`src/rtl/cond_check_pkg.sv`:
```
// Shared definitions for the condition-check block: condition codes, NZCV bit positions, response FSM states.
package cond_check_pkg;

  localparam logic [3:0] COND_EQ = 4'h0;
  localparam logic [3:0] COND_NE = 4'h1;
  localparam logic [3:0] COND_CS = 4'h2;
  localparam logic [3:0] COND_CC = 4'h3;
  localparam logic [3:0] COND_MI = 4'h4;
  localparam logic [3:0] COND_PL = 4'h5;
  localparam logic [3:0] COND_VS = 4'h6;
  localparam logic [3:0] COND_VC = 4'h7;
  localparam logic [3:0] COND_HI = 4'h8;
  localparam logic [3:0] COND_LS = 4'h9;
  localparam logic [3:0] COND_GE = 4'hA;
  localparam logic [3:0] COND_LT = 4'hB;
  localparam logic [3:0] COND_GT = 4'hC;
  localparam logic [3:0] COND_LE = 4'hD;
  localparam logic [3:0] COND_AL = 4'hE;
  localparam logic [3:0] COND_NV = 4'hF;

  // Same order as the ALU flag generator output: {N,Z,C,V}.
  localparam int FLAG_N = 3;
  localparam int FLAG_Z = 2;
  localparam int FLAG_C = 1;
  localparam int FLAG_V = 0;

  typedef enum logic {
    ST_EMPTY = 1'b0,
    ST_FULL  = 1'b1
  } state_t;

endpackage

```
`src/rtl/cond_check_cond_eval.sv`:
```
// Combinational condition evaluator: (cond, nzcv) -> pass, no state, no latency.
module cond_eval
  import cond_check_pkg::*;
(
  input  logic [3:0] cond,
  input  logic [3:0] nzcv,
  output logic       pass
);

  logic base;
  logic n_ne_v;

  assign n_ne_v = nzcv[FLAG_N] ^ nzcv[FLAG_V];

  // Codes come in pairs: the even code is the base test, the odd code its inverse.
  always_comb begin
    base = 1'b1;
    case (cond)
      COND_EQ, COND_NE: base = nzcv[FLAG_Z];
      COND_CS, COND_CC: base = nzcv[FLAG_C];
      COND_MI, COND_PL: base = nzcv[FLAG_N];
      COND_VS, COND_VC: base = nzcv[FLAG_V];
      COND_HI, COND_LS: base = nzcv[FLAG_C] & ~nzcv[FLAG_Z];
      COND_GE, COND_LT: base = ~n_ne_v;
      COND_GT, COND_LE: base = ~nzcv[FLAG_Z] & ~n_ne_v;
      COND_AL, COND_NV: base = 1'b1;
      default:          base = 1'b1;
    endcase
  end

  assign pass = base ^ cond[0];

endmodule

```
`src/rtl/cond_check.sv`:
```
// Condition check against NZCV with pending-write interlock; 1-cycle latency; one-entry response
// register stalls requests while flags are pending or a response is held unaccepted.
module cond_check
  import cond_check_pkg::*;
#(
  parameter int PEND_W = 3
) (
  input  logic       clk,
  input  logic       rst_n,
  input  logic       flags_we,
  input  logic [3:0] flags_in,
  input  logic       pend_inc,
  input  logic       req_valid,
  output logic       req_ready,
  input  logic [3:0] req_cond,
  input  logic [3:0] req_tag,
  output logic       resp_valid,
  input  logic       resp_ready,
  output logic       resp_pass,
  output logic [3:0] resp_tag,
  output logic [3:0] flags_q,
  output logic       pend_err
);

  localparam logic [PEND_W-1:0] PEND_MAX = '1;
  localparam logic [PEND_W-1:0] PEND_ONE = PEND_W'(1);

  logic [PEND_W-1:0] pend_cnt;
  logic [3:0]        eff_flags;
  logic              flags_stable;
  logic              accept;
  logic              eval_pass;
  state_t            state;
  state_t            state_nxt;

  always_ff @(posedge clk or negedge rst_n) begin
    if (!rst_n) begin
      flags_q <= 4'b0000;
    end else if (flags_we) begin
      flags_q <= flags_in;
    end
  end

  // A write with nothing pending is a direct write and leaves the count at zero.
  always_ff @(posedge clk or negedge rst_n) begin
    if (!rst_n) begin
      pend_cnt <= '0;
      pend_err <= 1'b0;
    end else if (pend_inc && !flags_we) begin
      if (pend_cnt == PEND_MAX) begin
        pend_err <= 1'b1;
      end else begin
        pend_cnt <= pend_cnt + PEND_ONE;
      end
    end else if (flags_we && !pend_inc && (pend_cnt != '0)) begin
      pend_cnt <= pend_cnt - PEND_ONE;
    end
  end

  assign eff_flags    = flags_we ? flags_in : flags_q;
  assign flags_stable = (pend_cnt == '0) ||
                        ((pend_cnt == PEND_ONE) && flags_we && !pend_inc);
  assign req_ready    = flags_stable && (!resp_valid || resp_ready);
  assign accept       = req_valid && req_ready;

  cond_eval u_cond_eval (
    .cond (req_cond),
    .nzcv (eff_flags),
    .pass (eval_pass)
  );

  always_ff @(posedge clk or negedge rst_n) begin
    if (!rst_n) begin
      state <= ST_EMPTY;
    end else begin
      state <= state_nxt;
    end
  end

  always_comb begin
    state_nxt = state;
    case (state)
      ST_EMPTY: if (accept) state_nxt = ST_FULL;
      ST_FULL:  if (resp_ready && !accept) state_nxt = ST_EMPTY;
      default:  state_nxt = ST_EMPTY;
    endcase
  end

  assign resp_valid = (state == ST_FULL);

  // Result is captured at accept, so later flag writes cannot disturb a held response.
  always_ff @(posedge clk or negedge rst_n) begin
    if (!rst_n) begin
      resp_pass <= 1'b0;
      resp_tag  <= 4'h0;
    end else if (accept) begin
      resp_pass <= eval_pass;
      resp_tag  <= req_tag;
    end
  end

endmodule

```
`config.mk`:
```
export PLATFORM = sky130hd
export DESIGN_NAME = cond_check
export DESIGN_NICKNAME = d
export VERILOG_FILES = /design/src/rtl/cond_check_pkg.sv /design/src/rtl/cond_check_cond_eval.sv /design/src/rtl/cond_check.sv
export SDC_FILE = /design/constraint.sdc
export NUM_CORES = 1
export LEC_CHECK = 0
export ABC_AREA = 1
export CORE_AREA = 2 2 47 49
export DETAILED_ROUTE_END_ITERATION = 16
export DIE_AREA = 0 0 49 51
export GPL_TIMING_DRIVEN = 0
export PLACE_DENSITY_LB_ADDON = 0.08
export SLEW_MARGIN = 40
export SYNTH_ARGS = -nofsm -noshare
export SYNTH_HDL_FRONTEND = slang
export SYNTH_HIERARCHICAL = 1
export SYNTH_SLANG_ARGS = --single-unit
```
`constraint.sdc`:
```
create_clock -name clk -period 2.8 [get_ports clk]
set_input_delay 0.28 -clock clk [delete_from_list [all_inputs] [get_ports clk]]
set_output_delay 0.28 -clock clk [all_outputs]
set_load 0.02 [all_outputs]
```
# [Word-level counts from Yosys, hierarchy flattened]
# Index checks and enable logic that the tools add are counted.
[totals] register_bits=14 latchBits=0 ramBits=0 mem_bits_ro=0 output_inout_bits=12 elab_cells=69 mem_count=0
[classes] addsub=2 multipliers=0 div=0 magnitude_cmp=0 eq_ne=18 shifts=0 mux=8 n_bitwise=7 n_reduce_logical=28
[op_table] cell="$eq 4x4->1 const B" n=8
[op_table] cell="$eq 4x3->1 const B" n=4
[op_table] cell="$reduce_or 2->1" n=8
[op_table] cell="$mux 3" n=3
[op_table] cell="$eq 4x2->1 const B" n=2
[op_table] cell="$logic_and 1x1->1" n=8
[op_table] cell="$pmux 1 s8" n=1
[op_table] cell="$eq 4x1->1 const B" n=1
[op_table] cell="$logic_not 1->1" n=4
[op_table] cell="$logic_not 4->1" n=1
[op_table] cell="$mux 4" n=1
[op_table] cell="$reduce_and 2->1" n=2
[op_table] cell="$add 3x1->3 const B" n=1
[op_table] cell="$eq 3x1->1 const B" n=1
[op_table] cell="$eq 3x3->1 const B" n=1
[op_table] cell="$logic_not 3->1" n=1
[op_table] cell="$not 1->1" n=3
[op_table] cell="$reduce_bool 3->1" n=1
[op_table] cell="$sub 3x1->3 const B" n=1
[op_table] cell="$and 1x1->1" n=2
[op_table] cell="$logic_or 1x1->1" n=2
[op_table] cell="$mux 1" n=2
[op_table] cell="$ne 2x2->1 const B" n=1
[op_table] cell="$pmux 1 s2" n=1
[op_table] cell="2 further kinds" n=3

# [Longest topological paths before layout]
# Gate-level depths: netlist (run 1).
[logic_depth] ltp_word=10 ltp_mapped=14 ltp_nobuf=14

# [Hierarchy]
# Netlist (run 1), hierarchy kept.
[by_module_without_submodules] module="cond_check" n_inst=1 cells_per_inst=81 area_each_um2=738.2 seq_area_each_um2=350.3
[by_module_without_submodules] module="cond_eval" n_inst=1 cells_per_inst=32 area_each_um2=127.6 seq_area_each_um2=0.0

# [Worst setup path after synthesis (run 1)]
# OpenSTA, ideal clock, no wires.
[synth_path] kind="register to output" start="register pend_cnt[1]" end="output req_ready" arrival_time_ns=1.174 required_ns=2.520 setup_slack_ns=1.346 path_stages_with_launch=7 path_buffers=0 path_cell_list="dfrtp_1 inv_1 ha_1 inv_1 nor2_1 nand2_2 a21boi_1"
[synth_between] elab_chain_len=5
[synth_lines] item="start: declaration" line="cond_check.sv:28" text="logic [PEND_W-1:0] pend_cnt;"
[synth_lines] item="start signal: assignment" line="cond_check.sv:53" text="pend_cnt <= pend_cnt + PEND_ONE;"
[synth_lines] item="start signal: assignment" line="cond_check.sv:56" text="pend_cnt <= pend_cnt - PEND_ONE;"
[synth_lines] item="$eq 3x1->1" line="cond_check.sv:62" text="((pend_cnt == PEND_ONE) && flags_we && !pend_inc);"
[synth_lines] item="$logic_and 1x1->1 (2 in series)" line="cond_check.sv:62"
[synth_lines] item="$logic_or 1x1->1 (*)" line="cond_check.sv:61" text="assign flags_stable = (pend_cnt == '0) ||"
[synth_lines] item="$logic_and 1x1->1 (*)" line="cond_check.sv:63" text="assign req_ready = flags_stable && (!resp_valid || resp_ready);"
[synth_lines] item="end: declaration" line="cond_check.sv:14" text="output logic req_ready,"
# Mark *: on every way between the ends. The rest lies on a longest branch, timed or not.

# [Worst setup path after layout (run 1)]
# Ends and elaborated chain as after synthesis.

==> results of run 1 <==
how the worst max path moves through the flow:
stage,start,to,slack (ps)
3_5_place_dp,flags_we,req_ready,590
6_report,pend_cnt[1],req_ready,590
2_1_floorplan,pend_cnt[1],req_ready,1350
5_1_grt,pend_cnt[1],req_ready,450
3_3_place_gp,flags_we,req_ready,610
4_1_cts,pend_cnt[1],req_ready,550
area by class of cell:
class / instances / area, um2 / area share [%]
Timing Repair Buffer: 29 / 290 / 23.6
Sequential cell: 14 / 350 / 28.5
Multi-Input combinational cell: 86 / 464 / 37.8
Clock buffer: 4 / 36.3 / 2.96
Inverter: 13 / 51.3 / 4.18
Tap cell: 28 / 35.0 / 2.85
routing by layer:
metal | track usage [%] | vias up | wire length, um
li1 | - | 427 | -
met1 | 18.2 | 353 | 803
met2 | 29.0 | 11 | 848
met3 | 1.75 | 2 | 44
met4 | 5.71 | 0 | 13
met5 | 0 | - | 0
through the flow:
step	power (W)	std cells	setup WS, ps	area (um2)
finish	0.00100	174	594	1230
global route	0.00109	174	447	1230
CTS	0.00102	174	554	1230
detailed placement	0.000873	170	592	1190
global placement	0.000856	170	606	1190
floorplan	0.000660	113	1350	866
cells by family (layout without fill, tap and decap cells):
| family | after synthesis | after routing |
|---|---|---|
| flops | 14 | 14 |
| buf+inv | 13 | 46 |
| xor+xnor | 1 | 1 |
| fa+ha+maj | 5 | 5 |
| simple gates | 75 | 75 |
| compound gates | 5 | 5 |
synthesized netlist by cell type:
master and n:
nand4_1 5, nor2_1 10, a31o_2 1, o21ai_2 1
nand3_1 6, inv_4 1, dfrtp_1 14, a21oi_1 1
nand2_2 2, nand2_1 45, nand3_4 1, nor2_4 1
or2_1 1, ha_1 5, nand2_4 3, xor2_1 1
inv_1 12, or2_4 1, o21ai_0 1, a21boi_1 1
power breakdown:
group | total [W] | internal [W] | switching (W)
clock network | 0.000140 | 0.0000790 | 0.0000615
registers | 0.000321 | 0.000275 | 0.0000458
logic | 0.000539 | 0.000244 | 0.000296
total | 0.00100 | 0.000598 | 0.000403
registers in the layout, summed over array words and instances (netlist names):
signal and count:
pend_err 1, resp_pass 1, pend_cnt 3, resp_tag 4, resp_valid 1, flags_q 4
critical path, cell delays in order (launching register included):
cell             delay [ps]
dfrtp_1                 390
inv_1                   130
ha_1                    160
inv_1                    30
nor2_1                  100
nand2_2                  80
a21boi_1                140
clkdlybuf4s50_1         620
==> results_dict.tcl, run 1 <==
set metrics [dict create \
    synth.distinct_cells 20 \
    wl_per_cell_um 9.83 \
    drc_errors 0 \
    slew_headroom_pct 58.2 \
    drt_iter0_drc 10 \
    r2r-end "pend_cnt[1]" \
    finalSetupTns_ps 0 \
    clkSinkCount 14 \
    rsz0062_at_grt "false" \
    root_buffer "clkbuf_4" \
    final_antenna_net_count 0 \
    drt-total-wl_mm 1.71 \
    synthTopCellsByArea "dfrtp_1 40%, nand2_1 20%, ha_1 7.2%" \
    cap_violations 0 \
    numPortBuffers 29 \
    synthAdderAreaFrac_pct 7.23 \
    synth_top_cell_by_area "dfrtp_1" \
    cts_resized 0 \
    final_common_cell "nand2_1" \
    synth_top_family_by_area "simple AND/OR/NAND/NOR gates" \
    r2r_cells 6 \
    layout.nets 170 \
    die_w_um 49 \
    ctsHoldBuffers 0 \
    worst_setup_path_end_kind "output port" \
    cts_htree_levels 1 \
    gp_congestion 0.680 \
    timing.rr.start "pend_cnt[0]" \
    fp-row-count 17 \
    finalCriticalPeriod_ps 2210 \
    synth.area.mux_share_pct 0 \
    syn-num-nets 136 \
    grt_max_degree 15 \
    antenna_found_initial 0 \
    final_cell_mix "45 x nand2_1, 29 x clkdlybuf4s50_1, 14 x dfrtp_1, 12 x inv_1, 10 x nor2_1" \
    drive_gt1_share_pct 10.3 \
    die_h_um 51 \
    finish.utilization_pct 59.5 \
    post_cts_buffers 0 \
    start_kind "flop" \
    max_freq_ghz 0.453 \
    worstPathMaxFanout 4 \
    synth_top_area_share_pct 40.5 \
    dpl.hpwl_mm 1.40 \
    cts_buffers 3 \
    peakVddDrop_mv 0.515 \
    via_per_inst 4.56 \
    synth_xor_area_share_pct 1.01 \
    io-pin-count 30 \
    yosysWarnings 6 \
    setup_violations 0 \
    netlist_instances 113 \
    grt_pass1_vias 770 \
    fillers 188 \
    hold_viol 0 \
    ys_ff_latch 14 \
    path_clk_slew_ps 80 \
    worstPathArrival_ps 1930 \
    synth_area_um2 866 \
    critical_path_class "reg -> out" \
    tritoncts "built" \
    whs_ps 392 \
    postSynthAreaPerCell_um2 7.66 \
    synthSimpleGateAreaFrac_pct 41.3 \
    synth-compound-area-share_pct 4.05 \
    p_per_area_nw_per_um2 815 \
    num_antenna_cells 0 \
    worstHoldPathType "in -> async" \
    routed-via-count 793 \
    skew_ps 0.652 \
    worstMarginPinSlew_ps 625 \
    outcome "finished clean" \
    reg2reg_slack_ps 1440 \
    post-route-period-util_pct 78.8 \
    clkLatencyLatePin_ps 270 \
    p_leak_nw 0.628 \
    clockBufferDepth 2 \
    slew_viol_final 0 \
    core-area_um2 2060 \
    firstDrtPassIters 4 \
    cp.required_ps 2520 \
    grt_usage_pct 15.5 \
    area_delta_synth_final_pct 41.8 \
    grt_overflow 0 \
    die_area_um2 2500 \
    floorplan.initialDensity_pct 42.0 \
    grt_pass1_wl_mm 3.04 \
    ys_seq_area_share_pct 40.5 \
]
Power figures use the tool's default switching activity.
==> run 2, diff against run 1 <==
--- a/config.mk
+++ b/config.mk
@@ -6,9 +6,9 @@
 export NUM_CORES = 1
 export LEC_CHECK = 0
 export ABC_AREA = 1
-export CORE_AREA = 2 2 47 49
+export CORE_AREA = 2 2 50 52
 export DETAILED_ROUTE_END_ITERATION = 16
-export DIE_AREA = 0 0 49 51
+export DIE_AREA = 0 0 52 54
 export GPL_TIMING_DRIVEN = 0
 export PLACE_DENSITY_LB_ADDON = 0.08
 export SLEW_MARGIN = 40
==> constraint.sdc (replaced) <==
create_clock -name clk -period 2 [get_ports clk]
set_input_delay 0.2 -clock clk [delete_from_list [all_inputs] [get_ports clk]]
set_output_delay 0.2 -clock clk [all_outputs]
set_load 0.02 [all_outputs]
==> results_dict.tcl, run 2 (synthesis results as in run 1) <==
set metrics [dict create \
    cts_htree_levels 1 \
    clkSinkCount 14 \
    area_delta_synth_final_pct 41.9 \
    peakVddDrop_mv 0.582 \
    fin_cells 176 \
    clkLatencyLatePin_ps 290 \
    slowest_delay_ps 390 \
    final_common_cell "nand2_1" \
    r2r-end "resp_pass" \
    final_area_um2 1230 \
    start_kind "flop" \
    worst_setup_path_end_kind "output port" \
    worstPathMaxFanout 4 \
    slew_viol_final 0 \
    drc_errors 0 \
    cts_buffers 3 \
    finalCriticalPeriod_ps 1860 \
    grt_pass1_vias 695 \
    dpl.hpwl_mm 1.41 \
    finalSetupTns_ps 0 \
    io-pin-count 30 \
    cpMostUsedCell "inv_1" \
    crit_chain "inv_1 > ha_1 > inv_1 > nor2_1 > nand2_2 > a21boi_1 > dlygate4sd2_1" \
    antenna_found_initial 0 \
    worstMarginPinSlew_ps 655 \
    post-route-period-util_pct 93.0 \
    grt_pass1_wl_mm 2.89 \
    p_leak_nw 0.631 \
    wl_per_cell_um 10.0 \
    crit_path_end "req_ready" \
    num_antenna_cells 0 \
    via_per_inst 4.54 \
    final_cell_mix "45 x nand2_1, 28 x clkdlybuf4s50_1, 14 x dfrtp_1, 12 x inv_1, 10 x nor2_1" \
    drt-total-wl_mm 1.77 \
    critPathLaunch "pend_cnt[1]" \
    grt_usage_pct 14.1 \
    root_buffer "clkbuf_4" \
    outcome "finished clean" \
    place_inst 172 \
    max_freq_ghz 0.538 \
    rsz0062_at_grt "false" \
    numPortBuffers 29 \
    gp_congestion 0.728 \
    dpl_cell_area_um2 1190 \
    cap_violations 0 \
    post_cts_buffers 0 \
    worstHoldPathType "in -> async" \
    final_antenna_net_count 0 \
    reg2reg_slack_ps 630 \
    routed-via-count 799 \
    hold_viol 0 \
    core-area_um2 2320 \
    setup_violations 0 \
    grt_overflow 0 \
    drive_gt1_share_pct 10.3 \
    skew_ps 4.16 \
    tritoncts "built" \
    clockBufferDepth 2 \
    r2r_cells 11 \
    layout.nets 170 \
    cp.required_ps 1800 \
    floorplan.initialDensity_pct 37.3 \
    cp_slowest_cell "dfrtp_1" \
    critical_path_class "reg -> out" \
    worstPathArrival_ps 1660 \
    slew_headroom_pct 56.2 \
    die_w_um 52 \
    die_h_um 54 \
    grt_max_degree 15 \
    path_clk_slew_ps 90 \
    drt_iter0_drc 12 \
    p_per_area_nw_per_um2 1140 \
    timing.rr.start "flags_q[3]" \
    finish.utilization_pct 53.0 \
    ctsHoldBuffers 0 \
    fp-row-count 18 \
    reg.largest.list "flags_q: 4 flops, resp_tag: 4 flops, pend_cnt: 3 flops" \
    firstDrtPassIters 4 \
    die_area_um2 2810 \
]
run 2: critical path: cells and delay by family, from the launching register on:
| family | cells | cell delay (ps) |
|---|---|---|
| AO/OA/AOI/OAI | 1 | 120 |
| adder cells (fa/ha/maj) | 1 | 170 |
| buffers and inverters | 3 | 520 |
| flip-flops | 1 | 390 |
| AND/OR/NAND/NOR | 2 | 180 |
run 2: cell type report:
cell class | instances | area, um2
clock buffer | 4 | 36.3
fill | 225 | 1090
inverter | 13 | 51.3
multi-input combinational | 86 | 464
sequential | 14 | 350
tap | 30 | 37.5
timing repair buffer | 29 | 289
run 2: timing repair:
action	4_1_cts	5_1_grt
setup endpoints to repair	1	0
resized for setup	1	0
endpoints found under the hold margin	0	0
run 2: worst min-delay path by stage:
stage                         from         end  cells after the start
after floorplan              rst_n  flags_q[0]                      0
after global placement    pend_err    pend_err                      1
after detailed placement  pend_err    pend_err                      1
after global routing         rst_n    pend_err                      1
after CTS                    rst_n    pend_err                      1
final                        rst_n  flags_q[1]                      1
run 2: per-layer routing:
metal | GRT usage [%] | wire (um) | vias up
met5 | 0 | 0 | -
met4 | 3.95 | 21 | 0
met3 | 5.28 | 71 | 2
met2 | 23.8 | 873 | 13
met1 | 16.8 | 800 | 363
li1 | - | - | 421
run 2: metrics by stage:
step	power [W]	hold slack [ps]	worst slack [ps]
2_1_floorplan	0.000924	-95.6	626
3_3_place_gp	0.00120	455	-31.0
3_5_place_dp	0.00121	463	-25.4
4_1_cts	0.00142	330	111
5_1_grt	0.00152	353	7.23
6_report	0.00140	309	140
run 2: power breakdown:
group	total [W]	internal, W	switching (W)
clock network	0.000209	0.000111	0.0000983
logic	0.000739	0.000329	0.000410
registers	0.000449	0.000385	0.0000643
